`config.mk`:
```
export PLATFORM = sky130hd
export DESIGN_NAME = spi_count_reader
export DESIGN_NICKNAME = d
export VERILOG_FILES = /design/src/rtl/spi_count_reader.sv
export SDC_FILE = /design/constraint.sdc
export NUM_CORES = 1
export LEC_CHECK = 0
export CAP_MARGIN = 40
export CORE_MARGIN = 1.5
export CORE_UTILIZATION = 50
export DETAILED_ROUTE_END_ITERATION = 8
export PLACE_DENSITY = 0.75
export SYNTH_ARGS = -nofsm -noshare
export SYNTH_HDL_FRONTEND = slang
export SYNTH_SLANG_ARGS = --single-unit
```
`constraint.sdc`:
```
create_clock -name clk -period 1.8 [get_ports clk]
set_clock_uncertainty 0.15 [all_clocks]
set_input_delay 0.36 -clock clk [delete_from_list [all_inputs] [get_ports clk]]
set_output_delay 0.36 -clock clk [all_outputs]
set_load 0.1 [all_outputs]
```
`src/rtl/spi_count_reader.sv`:
```
// SPI mode-0 slave returning snapshotted encoder counts, a constant ID word and a transaction counter.
// Optional macro SPI_XACT_CNT_EN implements the transaction counter at address 0x03.
module spi_count_reader (
    input  logic        clk,
    input  logic        reset_n,
    input  logic [15:0] count_left,
    input  logic [15:0] count_right,
    input  logic        spi_cs_n,
    input  logic        spi_sclk,
    input  logic        spi_mosi,
    output logic        spi_miso
);

    localparam int unsigned DATA_W = 16;
    localparam int unsigned ADDR_W = 8;
    localparam int unsigned BIT_W  = 4;

    typedef enum logic [1:0] {
        ST_IDLE,
        ST_ADDR,
        ST_DATA,
        ST_DONE
    } state_e;

    // Two synchroniser stages plus one history stage for edge detection.
    logic [2:0]        cs_sync_q,   cs_sync_d;
    logic [2:0]        sclk_sync_q, sclk_sync_d;
    logic [1:0]        mosi_sync_q, mosi_sync_d;

    state_e            state_q,     state_d;
    logic [BIT_W-1:0]  bit_cnt_q,   bit_cnt_d;
    logic [ADDR_W-1:0] shift_in_q,  shift_in_d;
    logic [DATA_W-1:0] shift_out_q, shift_out_d;
    logic [DATA_W-1:0] snap_left_q, snap_left_d;
    logic [DATA_W-1:0] snap_right_q, snap_right_d;
    logic              miso_q,      miso_d;
`ifdef SPI_XACT_CNT_EN
    logic [DATA_W-1:0] xact_cnt_q,  xact_cnt_d;
`endif

    logic              cs_fall_c, cs_rise_c, sclk_rise_c, sclk_fall_c, mosi_c;
    logic [ADDR_W-1:0] addr_c;
    logic [DATA_W-1:0] rd_word_c;

    always_comb begin
        cs_sync_d   = {cs_sync_q[1:0], spi_cs_n};
        sclk_sync_d = {sclk_sync_q[1:0], spi_sclk};
        mosi_sync_d = {mosi_sync_q[0], spi_mosi};
    end

    assign cs_fall_c   =  cs_sync_q[2]   & ~cs_sync_q[1];
    assign cs_rise_c   = ~cs_sync_q[2]   &  cs_sync_q[1];
    assign sclk_rise_c = ~sclk_sync_q[2] &  sclk_sync_q[1];
    assign sclk_fall_c =  sclk_sync_q[2] & ~sclk_sync_q[1];
    assign mosi_c      =  mosi_sync_q[1];
    assign addr_c      = {shift_in_q[ADDR_W-2:0], mosi_c};

    // Read mux, evaluated on the address as completed by the current MOSI bit.
    always_comb begin
        rd_word_c = 16'hDEAD;
        case (addr_c)
            8'h00:   rd_word_c = snap_left_q;
            8'h01:   rd_word_c = snap_right_q;
            8'h02:   rd_word_c = 16'h5A01;
`ifdef SPI_XACT_CNT_EN
            8'h03:   rd_word_c = xact_cnt_q;
`else
            8'h03:   rd_word_c = 16'h0000;
`endif
            default: rd_word_c = 16'hDEAD;
        endcase
    end

    always_comb begin
        state_d      = state_q;
        bit_cnt_d    = bit_cnt_q;
        shift_in_d   = shift_in_q;
        shift_out_d  = shift_out_q;
        snap_left_d  = snap_left_q;
        snap_right_d = snap_right_q;
        miso_d       = 1'b0;
`ifdef SPI_XACT_CNT_EN
        xact_cnt_d   = xact_cnt_q;
`endif
        case (state_q)
            ST_IDLE: begin
                bit_cnt_d = '0;
                if (cs_fall_c) begin
                    snap_left_d  = count_left;
                    snap_right_d = count_right;
                    state_d      = ST_ADDR;
                end
            end
            ST_ADDR: begin
                if (cs_rise_c) begin
                    state_d = ST_IDLE;
                end else if (sclk_rise_c) begin
                    shift_in_d = addr_c;
                    if (bit_cnt_q == BIT_W'(ADDR_W - 1)) begin
                        shift_out_d = rd_word_c;
                        bit_cnt_d   = '0;
                        state_d     = ST_DATA;
                    end else begin
                        bit_cnt_d = bit_cnt_q + BIT_W'(1);
                    end
                end
            end
            ST_DATA: begin
                if (cs_rise_c) begin
                    state_d = ST_IDLE;
                end else if (sclk_rise_c) begin
                    if (bit_cnt_q == BIT_W'(DATA_W - 1)) begin
                        state_d = ST_DONE;
`ifdef SPI_XACT_CNT_EN
                        xact_cnt_d = xact_cnt_q + DATA_W'(1);
`endif
                    end else begin
                        bit_cnt_d = bit_cnt_q + BIT_W'(1);
                    end
                end else if (sclk_fall_c && bit_cnt_q != '0) begin
                    // The falling edge right after the last address bit keeps bit 15 on the line.
                    shift_out_d = {shift_out_q[DATA_W-2:0], 1'b0};
                end
            end
            ST_DONE: begin
                if (cs_rise_c) begin
                    state_d = ST_IDLE;
                end
            end
            default: state_d = ST_IDLE;
        endcase
        if (state_d == ST_DATA) begin
            miso_d = shift_out_d[DATA_W-1];
        end
    end

    always_ff @(posedge clk or negedge reset_n) begin
        if (!reset_n) begin
            cs_sync_q    <= 3'b111;
            sclk_sync_q  <= 3'b000;
            mosi_sync_q  <= 2'b00;
            state_q      <= ST_IDLE;
            bit_cnt_q    <= '0;
            shift_in_q   <= '0;
            shift_out_q  <= '0;
            snap_left_q  <= '0;
            snap_right_q <= '0;
            miso_q       <= 1'b0;
`ifdef SPI_XACT_CNT_EN
            xact_cnt_q   <= '0;
`endif
        end else begin
            cs_sync_q    <= cs_sync_d;
            sclk_sync_q  <= sclk_sync_d;
            mosi_sync_q  <= mosi_sync_d;
            state_q      <= state_d;
            bit_cnt_q    <= bit_cnt_d;
            shift_in_q   <= shift_in_d;
            shift_out_q  <= shift_out_d;
            snap_left_q  <= snap_left_d;
            snap_right_q <= snap_right_d;
            miso_q       <= miso_d;
`ifdef SPI_XACT_CNT_EN
            xact_cnt_q   <= xact_cnt_d;
`endif
        end
    end

    assign spi_miso = miso_q;

endmodule
```
Word-level counts from Yosys, hierarchy flattened. Cells that the tools add are included. Widths: inputs -> output; s select.

RAM bits: 0. Memories kept: 0. Bits in registers: 70. Latch bits: 0. ROM bits: 0. Bits of input ports: 37. Output and inout bits: 1.

Divide/modulo/power cells: 0. Shifts and indexed selects: 0. Magnitude comparators: 0. Multipliers: 0. Equal/unequal tests: 17. Add/sub/neg operators: 1. Mux-type cells: 25. Reduce and logical (&&, ||, !) cells: 10. Bitwise logic cells: 9.

Operators with widths (number): $mux 16 (6); $pmux 16 s4 (1); $pmux 16 s2 (1); $mux 4 (6); $eq 8x2->1 const B (2); $mux 2 (8); $ne 2x2->1 const B (8); $pmux 4 s3 (1); $eq 8x1->1 const B (1); $logic_not 8->1 (1); $pmux 2 s4 (1); $reduce_and 7->1 (1); $eq 2x2->1 const B (3); $reduce_and 6->1 (1); $not 1->1 (5); $add 4x1->4 const B (1); $and 1x1->1 (4); $eq 4x3->1 const B (1); $eq 4x4->1 const B (1); $reduce_bool 4->1 (1); $reduce_and 3->1 (1); $reduce_bool 3->1 (1); $eq 2x1->1 const B (1); $logic_not 2->1 (1); 4 further kinds (4).

Logic depth before layout (Yosys ltp). Gate-level depths: netlist (run 1).

Depth after elaboration: 8. Gate-level depth with buffers: 8. Gate-level depth less buffers: 7.

Worst setup path after synthesis (run 1). Ideal clock, no wire load.

Path type: register to register. Start: register state_q[1]. End: register shift_out_q[10]. Period minus slack after synthesis: 1.875 ns. Data arrival time: 1.585 ns. Path slack: -0.075 ns. Data required time: 1.509 ns. Setup time: 0.141 ns. Stages on the path, launching flop included: 9. Path buffers: 1. Cell sequence: dfrtp_1 inv_1 ha_1 inv_2 a21oi_1 nand3_1 buf_2 nand2_1 o221ai_1.

Longest elaborated chain between the ends: 3. Elaborated cells between the ends (all ways): 11. Those cells by class: eq/ne (8); mux (1); reduce/logical (2).

RTL lines: start: declaration (RTL line 30) `state_e state_q, state_d;`; start signal: assignment (RTL line 156) `state_q <= state_d;`; $eq 2x2->1 / $eq 2x1->1 (equally long branches) (RTL line 85) `case (state_q)`; $ne 2x2->1 (no line) / $reduce_bool 2->1 (equally long branches); $reduce_and 7->1 (no line); end signal: assignment (RTL line 159) `shift_out_q <= shift_out_d;`; end: declaration (RTL line 33) `logic [DATA_W-1:0] shift_out_q, shift_out_d;`.

Parallel ways exist; a longest one is shown, timed or not. A chain may end at the register's enable or synchronous reset.

Final worst setup path (run 1).
Start: register bit_cnt_q[0]. End: register shift_out_q[5].

Longest elaborated chain between the ends: 4. Elaborated cells between the ends (all ways): 6. Those cells by class: eq/ne (3); reduce/logical (3).

RTL lines: start: declaration (RTL line 31) `logic [BIT_W-1:0] bit_cnt_q, bit_cnt_d;`; start signal: assignment (RTL line 157) `bit_cnt_q <= bit_cnt_d;`; $reduce_bool 4->1 (RTL line 120) `end else if (sclk_fall_c && bit_cnt_q != '0) begin`; $logic_and 1x1->1 (RTL line 120); $ne 2x2->1 (no line); $reduce_and 7->1 (no line) *.

Mark *: on every way between the ends. The rest lies on a longest branch, timed or not.

==> results of run 1 <==
-- cell type report --
class                      instances  share of cell area
clock buffer                      11              0.0327
timing repair buffer              80               0.170
tap                               77              0.0208
multi-input combinational        191               0.373
clock inverter                     5              0.0176
sequential                        70               0.379
inverter                           7             0.00622
-- worst paths after layout --
kind | start | to | slack (ns) | depth (start not counted)
min | sclk_sync_q[0] | sclk_sync_q[1] | 0.21 | 0
max in group asynchronous | reset_n | cs_sync_q[0] | 0.77 | 3
min reg2reg | sclk_sync_q[0] | sclk_sync_q[1] | 0.21 | 0
max | bit_cnt_q[0] | shift_out_q[5] | -0.21 | 10
min in group asynchronous | reset_n | bit_cnt_q[2] | 0.39 | 3
max reg2reg | bit_cnt_q[0] | shift_out_q[5] | -0.21 | 10
-- cell families (layout without fill, tap and decap cells) --
| logic type | Yosys count | count (layout) | share of synthesized area |
|---|---|---|---|
| buffers and inverters | 21 | 103 | 0.0273 |
| and+or+nand+nor | 83 | 83 | 0.138 |
| DFF | 70 | 70 | 0.533 |
| adders and majority gates | 6 | 6 | 0.0228 |
| muxes | 52 | 52 | 0.175 |
| AOI/OAI and AO/OA | 50 | 50 | 0.104 |
-- repair_timing --
item	4_1_cts	5_1_grt
hold buffers	1	0
pin swaps	4	29
hold endpoints to repair	67	0
setup endpoints to repair	20	27
setup buffers	1	8
resized for setup	10	40
cloned	0	1
-- power by group through the flow --
| stage | Sequential, mW | Combinational, mW | Clock (mW) |
|---|---|---|---|
| after CTS | 2.36 | 2.02 | 1.49 |
| after detailed placement | 2.38 | 1.94 | 0 |
| after global routing | 2.44 | 2.53 | 1.56 |
| after global placement | 2.34 | 1.87 | 0 |
| final | 2.38 | 2.31 | 1.46 |
| after floorplan | 2.29 | 1.31 | 0 |
-- layer usage --
metal  global-route usage  share of wire  vias to the layer above
met5                    0              0                        -
met4                0.101          0.027                        0
met3               0.0501          0.039                       18
met2                0.339           0.49                       66
met1                0.274           0.44                     1245
li1                     -              -                     1176
-- worst register-to-register path: stages, from the launching register on --
cell	delay, ns
dfrtp_1	0.40
inv_2	0.08
ha_4	0.15
nor3b_4	0.15
buf_4	0.15
nor4_4	0.25
buf_4	0.18
buf_12	0.13
nand2_4	0.04
a21oi_2	0.11
a22o_1	0.16
-- state kept, by name (all words and copies together), names as in the netlist --
name / cells
shift_in_q: 7
snap_left_q: 16
shift_out_q: 16
state_q: 2
cs_sync_q: 3
bit_cnt_q: 4
spi_miso: 1
snap_right_q: 16
mosi_sync_q: 2
sclk_sync_q: 3
-- synthesized netlist by cell type, types with 2 or more instances --
library cell / instances
a21oi_1: 10
a22o_1: 2
a22oi_1: 5
buf_2: 9
clkbuf_1: 4
dfrtp_1: 67
dfstp_2: 3
ha_1: 6
inv_1: 5
inv_2: 2
mux2_2: 44
mux2i_1: 8
nand2_1: 22
nand2b_1: 9
nand3_1: 13
nand4_1: 2
nor2_1: 16
nor2b_1: 2
nor3_1: 7
nor4_1: 3
nor4_2: 2
o21ai_0: 4
o21ai_1: 9
o221ai_1: 7
o31ai_1: 2
-- stage by stage --
step / instances / TNS, ns / util / total power [mW] / cell area (sq um)
after CTS: 432 / -0.871 / 0.683 / 5.87 / 4330
final: 441 / -2.81 / 0.729 / 6.15 / 4630
after global placement: 414 / -0.217 / 0.635 / 4.21 / 4040
after detailed placement: 414 / -1.72 / 0.635 / 4.32 / 4040
after global routing: 441 / -4.48 / 0.729 / 6.53 / 4630
after floorplan: 282 / -0.000656 / - / 3.60 / 3330
==> metrics.cfg, run 1 <==
[run_status]
outcome=finished, violations left
violations=negative setup slack

[routing]
via_per_inst=5.68
drc=0
drt_iter0_drc=200
first_pass_iters=4
drt-total-wl_um=7510
wl_per_cell_um=17.0
dr_total_vias=2505
drt.antenna.violating_nets=0

[global_routing]
grt_pass1_vias=2498
antenna_found_initial=0
grt_max_degree=71
grt_pass1_wl_um=11700
track_usage=0.212
grt.overflow.total=0

[pwr]
vdd_ir_drop_max_uv=850
switching_share=0.327
power_frac_seq=0.386
power_leakage_nw=1.98
internal_power_mw=4.14
p_comb_frac=0.375
power_density_mw_per_mm2=1330
clkPwrFrac=0.238
power_switching_mw=2.01

[critical_path]
crit_family=buffers and inverters
cp.required_ns=1.93
worst-path-buf-inv=4
startpoint_type=register
worstPathCellList=inv_2, ha_4, nor3b_4, buf_4, nor4_4, buf_4, buf_12, nand2_4, a21oi_2, a22o_1
path_max_fanout=7
cp_slowest_stage_delay_ns=0.40
critical_path_arrival_ns=2.14
criticalPathCategory=register to register
worstSetupEndpointType=register
path_common_cell=buf_4
slowest_stage=dfrtp_1

[timing]
finalCritPeriodShare=1.12
finalSetupViolCount=22
fin_crit_ns=2.01
worstMarginPinSlew_ns=0.418
relSlewSlack=0.721
fin_ws_ns=-0.214
fmax_ghz=0.496
rsz0062_at_grt=yes
hold_viol_final=0
fin_hold_ws_ns=0.205
slew_violations=0

[placed_design]
place.gp.congestion=0.805
hpwlAfterDp_um=4640
preCtsSetupSlack_ns=-0.202
port_buffers=37

[floorplan]
design.core.area_sq_mm=0.00635
die-height_um=84.2
die_x_um=84.2
ioPinCount=38
die_area_sq_mm=0.00708
start_util=0.519
placementRows=29

[logic_synthesis]
synth-seq-cells=70
yosysTopAreaCellShare=0.509
synth.largest_area_cell=dfrtp_1
avgSynthCellArea_sq_um=11.7
synthArstFlopShare=1.00
syn_inst=282
seq_area_frac_synth=0.533
ys.flop_type=dfrtp_1
syn_nets=325
yosys_warnings=0
synth_edf_count=0
synthDistinctLibCells=44
synth_area_leaders=dfrtp_1, mux2_2, nand2_1, mux2i_1, dfstp_2
synth.cell_area_sq_mm=0.00329

[clock_tree]
numCtsBuffers=9
cts_max_level=3
cts_buffer_depth=2
path_clk_slew_ns=0.08
clockRootBuffer=clkbuf_8
cts_tree=yes
cts_sinks=70
clock_latency_ns=0.35

[final_layout]
final_common_cell=dfrtp_1
multiInputGateArea_sq_mm=0.00173
most-common-layout-cells=dfrtp_1, mux2_2, clkdlybuf4s50_1, buf_4, nand2_1
drive_gt1_frac=0.429
nNetsFinal=402
syn2layout_area_growth_pct=40.5
fillers=424
n_antenna_cell=0
seqCellArea_sq_mm=0.00176

[worst_hold_path]
worst_hold_path_type=register to register

[run]
maxCapViolations=0

Power figures use the tool's default switching activity.
==> run 2: changes to the inputs <==
--- a/config.mk
+++ b/config.mk
@@ -5,11 +5,10 @@
 export SDC_FILE = /design/constraint.sdc
 export NUM_CORES = 1
 export LEC_CHECK = 0
-export CAP_MARGIN = 40
 export CORE_MARGIN = 1.5
-export CORE_UTILIZATION = 50
+export CORE_UTILIZATION = 60
 export DETAILED_ROUTE_END_ITERATION = 8
-export PLACE_DENSITY = 0.75
+export PLACE_DENSITY = 0.85
 export SYNTH_ARGS = -nofsm -noshare
 export SYNTH_HDL_FRONTEND = slang
 export SYNTH_SLANG_ARGS = --single-unit
==> constraint.sdc (replaced) <==
create_clock -name clk -period 2.4 [get_ports clk]
set_clock_uncertainty 0.15 [all_clocks]
set_input_delay 0.48 -clock clk [delete_from_list [all_inputs] [get_ports clk]]
set_output_delay 0.48 -clock clk [all_outputs]
set_load 0.1 [all_outputs]
==> metrics.cfg, run 2 (synthesis gave the netlist of run 1 again) <==
[clock_tree]
path_clk_slew_ns=0.07
clockRootBuffer=clkbuf_8
post-cts-setup-buffers=0
cts_buffer_depth=2
ctsHoldBuffers=0
cts_tree=yes
cts_resized=0
cts_sinks=70
cts_max_level=3
numCtsBuffers=9
clock_latency_ns=0.34

[final_layout]
most-common-layout-cells=dfrtp_1, mux2_2, clkdlybuf4s50_1, nand2_1, nor2_1
seqCellArea_sq_mm=0.00176
syn2layout_area_growth_pct=20.4
final_common_cell=dfrtp_1
n_antenna_cell=0
nNetsFinal=369
drive_gt1_frac=0.260
fillers=357
final_cells=401
multiInputGateArea_sq_mm=0.00145
top_regs=shift_out_q x16, snap_left_q x16, snap_right_q x16

[run_status]
outcome=finished, violations left
violations=negative hold slack

[routing]
drt_iter0_drc=179
wl_per_cell_um=16.4
drt.antenna.violating_nets=0
via_per_inst=5.82
drt-total-wl_um=6560
first_pass_iters=4
dr_total_vias=2332
drc=0

[critical_path]
r2r_start=state_q[0]
crit_family=compound AO/OA/AOI/OAI gates
startpoint_type=register
r2r_slack_ns=0.32
worst-path-buf-inv=3
r2r-end=shift_out_q[5]
rr_worst_depth=7
crit_start=state_q[0]
worstSetupEndpointType=register
critical_path_arrival_ns=2.16
path_max_fanout=24
cp_slowest_stage_delay_ns=0.41
worstPathCellList=inv_1, ha_1, inv_2, a21oi_1, nand3_1, buf_4, a22o_1
criticalPathCategory=register to register
slowest_stage=dfrtp_1
cp.required_ns=2.48

[floorplan]
placementRows=26
start_util=0.633
die-height_um=77.1
die_area_sq_mm=0.00594
ioPinCount=38
design.core.area_sq_mm=0.00520
die_x_um=77.1

[timing]
rsz0062_at_grt=no
fmax_ghz=0.480
finalSetupTns_ns=0
fin_hold_ws_ns=-0.0147
hold_viol_final=5
slew_violations=0
relSlewSlack=0.590
worstMarginPinSlew_ns=0.615
finalCritPeriodShare=0.868
finalSetupViolCount=0
fin_crit_ns=2.08

[pwr]
vdd_ir_drop_max_uv=659
power_leakage_nw=1.67
power_density_mw_per_mm2=1010

[global_routing]
grt_pass1_wl_um=11000
track_usage=0.239
antenna_found_initial=0
grt_pass1_vias=2324
grt.overflow.total=0
grt_max_degree=71

[placed_design]
port_buffers=37
place.gp.congestion=0.837
hpwlAfterDp_um=4490
dp.cells=385

[worst_hold_path]
worst_hold_path_type=input port to asynchronous set/reset pin

[run]
maxCapViolations=0

==> run 2: cell count changes in the layout (fill, tap and decap cells not counted), sizes merged <==
cell         delta
clkbuf          -3
dlygate4sd3     -1
bufinv          -1
clkinv          +1
buf            -31
clkinvlp        +1
inv             +1
==> run 2: layout make-up <==
cell class                      count  share of cell area
Multi-Input combinational cell    191               0.365
Timing Repair Buffer               47               0.114
Sequential cell                    70               0.443
Clock inverter                      7              0.0183
Inverter                            7             0.00663
Tap cell                           70              0.0221
Clock buffer                        9              0.0312
==> run 2: how the worst max path moves through the flow <==
stage | endpoint | slack, ns | depth (start not counted)
after CTS | shift_out_q[5] | 0.33 | 8
after detailed placement | shift_out_q[5] | 0.34 | 8
after global routing | shift_out_q[9] | 0.12 | 7
final | shift_out_q[5] | 0.32 | 7
after global placement | spi_miso | 0.40 | 7
after floorplan | shift_out_q[10] | 0.52 | 8
==> run 2: metal layers <==
metal	track usage	wire length, um	vias up
met5	0	0	-
met4	0.113	144	0
met3	0.0619	301	17
met2	0.378	3210	60
met1	0.309	2900	1143
li1	-	-	1112
==> run 2: worst reg2reg max path, stage by stage (launching register included) <==
cell and delay, ns:
dfrtp_1 0.41, inv_1 0.13, ha_1 0.31, inv_2 0.12, a21oi_1 0.27, nand3_1 0.11
buf_4 0.23, a22o_1 0.25
==> run 2: per-stage QoR <==
step / total power [mW] / worst slack, ns / hold WS, ns / utilization / cell area [sq um]
global route: 4.22 / 0.116 / 0.0134 / 0.762 / 3970
floorplan: 2.68 / 0.525 / 0.0344 / - / 3290
finish: 3.99 / 0.316 / -0.0147 / 0.762 / 3970
global placement: 2.97 / 0.396 / 0.183 / 0.724 / 3770
CTS: 4.00 / 0.326 / 0.00543 / 0.762 / 3970
detailed placement: 3.05 / 0.343 / 0.186 / 0.724 / 3770
==> run 2: power by group <==
part	internal, mW	total (mW)	switching (mW)
registers	1.55	1.81	0.262
logic	0.619	1.24	0.618
clock network	0.481	0.940	0.459
total	2.65	3.99	1.34
==> run 3: changes to the inputs <==
--- a/config.mk
+++ b/config.mk
@@ -8,7 +8,9 @@
 export CORE_MARGIN = 1.5
 export CORE_UTILIZATION = 60
 export DETAILED_ROUTE_END_ITERATION = 8
+export GPL_TIMING_DRIVEN = 0
 export PLACE_DENSITY = 0.85
 export SYNTH_ARGS = -nofsm -noshare
 export SYNTH_HDL_FRONTEND = slang
 export SYNTH_SLANG_ARGS = --single-unit
+export TNS_END_PERCENT = 10
==> metrics.cfg, run 3 (synthesis gave the netlist of run 1 again) <==
[run_status]
outcome=completed

[routing]
drc=0
drt.antenna.violating_nets=0
dr_total_vias=2453
drt-total-wl_um=6920
wl_per_cell_um=17.1
first_pass_iters=4
via_per_inst=6.06
drt_iter0_drc=271

[critical_path]
cp_slowest_stage_delay_ns=0.41
startpoint_type=register
worstPathCellList=inv_1, ha_1, inv_2, a21oi_1, nand3_1, buf_2, nand2_1, o221ai_1
criticalPathCategory=register to register
worstSetupEndpointType=register
critical_path_arrival_ns=2.34
r2r_slack_ns=0.13
path_max_fanout=10
slowest_stage=dfrtp_1
cp.required_ns=2.46

[placed_design]
place.gp.congestion=0.833
placed_cell_area_sq_mm=0.00375
preCtsSetupSlack_ns=0.0746
hpwlAfterDp_um=4700
port_buffers=37

[clock_tree]
cts_buffer_depth=2
numCtsBuffers=9
cts_sinks=70
clock_latency_ns=0.34
clockRootBuffer=clkbuf_8
path_clk_slew_ns=0.07
cts_tree=yes
cts_max_level=3

[pwr]
vdd_ir_drop_max_uv=702
clkPwrFrac=0.259
switching_share=0.321
power.total_mw=4.11
p_comb_frac=0.314
power_frac_seq=0.427
power_density_mw_per_mm2=1030
internal_power_mw=2.79
power_switching_mw=1.32
power_leakage_nw=1.68

[floorplan]
ioPinCount=38
start_util=0.633
die_x_um=77.1
die-height_um=77.1
design.core.area_sq_mm=0.00520
die_area_sq_mm=0.00594
placementRows=26

[timing]
finalCritPeriodShare=0.947
fin_crit_ns=2.27
fmax_ghz=0.440
hold_viol_final=0
relSlewSlack=0.370
finalSetupViolCount=0
worstMarginPinSlew_ns=0.949
fin_ws_ns=0.127
rsz0062_at_grt=no
fin_hold_ws_ns=0.0840
slew_violations=0
finalSetupTns_ns=0

[global_routing]
gr-usage-met3=0.0405
grt-busiest-layer=met2
track_usage=0.255
grt_pass1_vias=2434
grt_util_met1=0.336
grt_pass1_wl_um=11700
antenna_found_initial=0
grt_max_degree=71
use_met2=0.416
grt.overflow.total=0

[final_layout]
n_antenna_cell=0
drive_gt1_frac=0.248
most-common-layout-cells=dfrtp_1, mux2_2, clkdlybuf4s50_1, nand2_1, nor2_1
design_area_sq_mm=0.00399
nNetsFinal=374
syn2layout_area_growth_pct=21.0
final_common_cell=dfrtp_1
top_regs=shift_out_q x16, snap_left_q x16, snap_right_q x16

[run]
maxCapViolations=0

[worst_hold_path]
worst_hold_path_type=input port to asynchronous set/reset pin

[run 3: worst paths after layout]
check	start	endpoint	cells after the start
hold / removal	reset_n	spi_miso	1
max in group asynchronous	reset_n	bit_cnt_q[3]	1
setup / recovery	state_q[1]	shift_out_q[7]	8
min in group clk	sclk_sync_q[0]	sclk_sync_q[1]	0
hold reg to reg	sclk_sync_q[0]	sclk_sync_q[1]	0
setup reg to reg	state_q[1]	shift_out_q[7]	8
[run 3: stage by stage]
step,util,instances
after floorplan,-,282
after global placement,0.721,389
after detailed placement,0.720,389
after CTS,0.763,404
after global routing,0.766,405
final,0.766,405
[run 3: final cells by class]
class	count	area (sq um)
Buffer	14	63.8
Clock inverter	3	67.6
Fill cell	341	1220
Sequential cell	70	1760
Timing Repair Buffer	38	374
Clock buffer	12	155
Tap cell	70	87.6
Multi-Input combinational cell	191	1460
Inverter	7	26.3
[run 3: metal layers]
metal  share of wire  up-vias
li1                -     1110
met1            0.41     1234
met2            0.50       92
met3           0.062       17
met4           0.027        0
met5               0        -
[run 3: what timing repair did]
item | in CTS | in global routing
hold endpoints to repair | 0 | 0
setup buffers | 0 | 1
gates resized for setup | 1 | 1
hold buffers | 0 | 0
pin swaps | 0 | 1
endpoints found under the setup margin | 1 | 9
[run 3: worst max-delay path, delay by kind of cell, from the launching register on]
family	cells	cell delay (ns)
simple gates	2	0.34
buf+inv	3	0.49
flops	1	0.41
compound gates	2	0.39
fa+ha+maj	1	0.36
[run 3: power groups by stage]
stage / clock, mW / combinational (mW) / sequential, mW
after global placement: 0 / 1.21 / 1.75
after floorplan: 0 / 0.969 / 1.71
after global routing: 1.12 / 1.42 / 1.80
final: 1.07 / 1.29 / 1.76
after CTS: 1.07 / 1.28 / 1.75
after detailed placement: 0 / 1.26 / 1.78
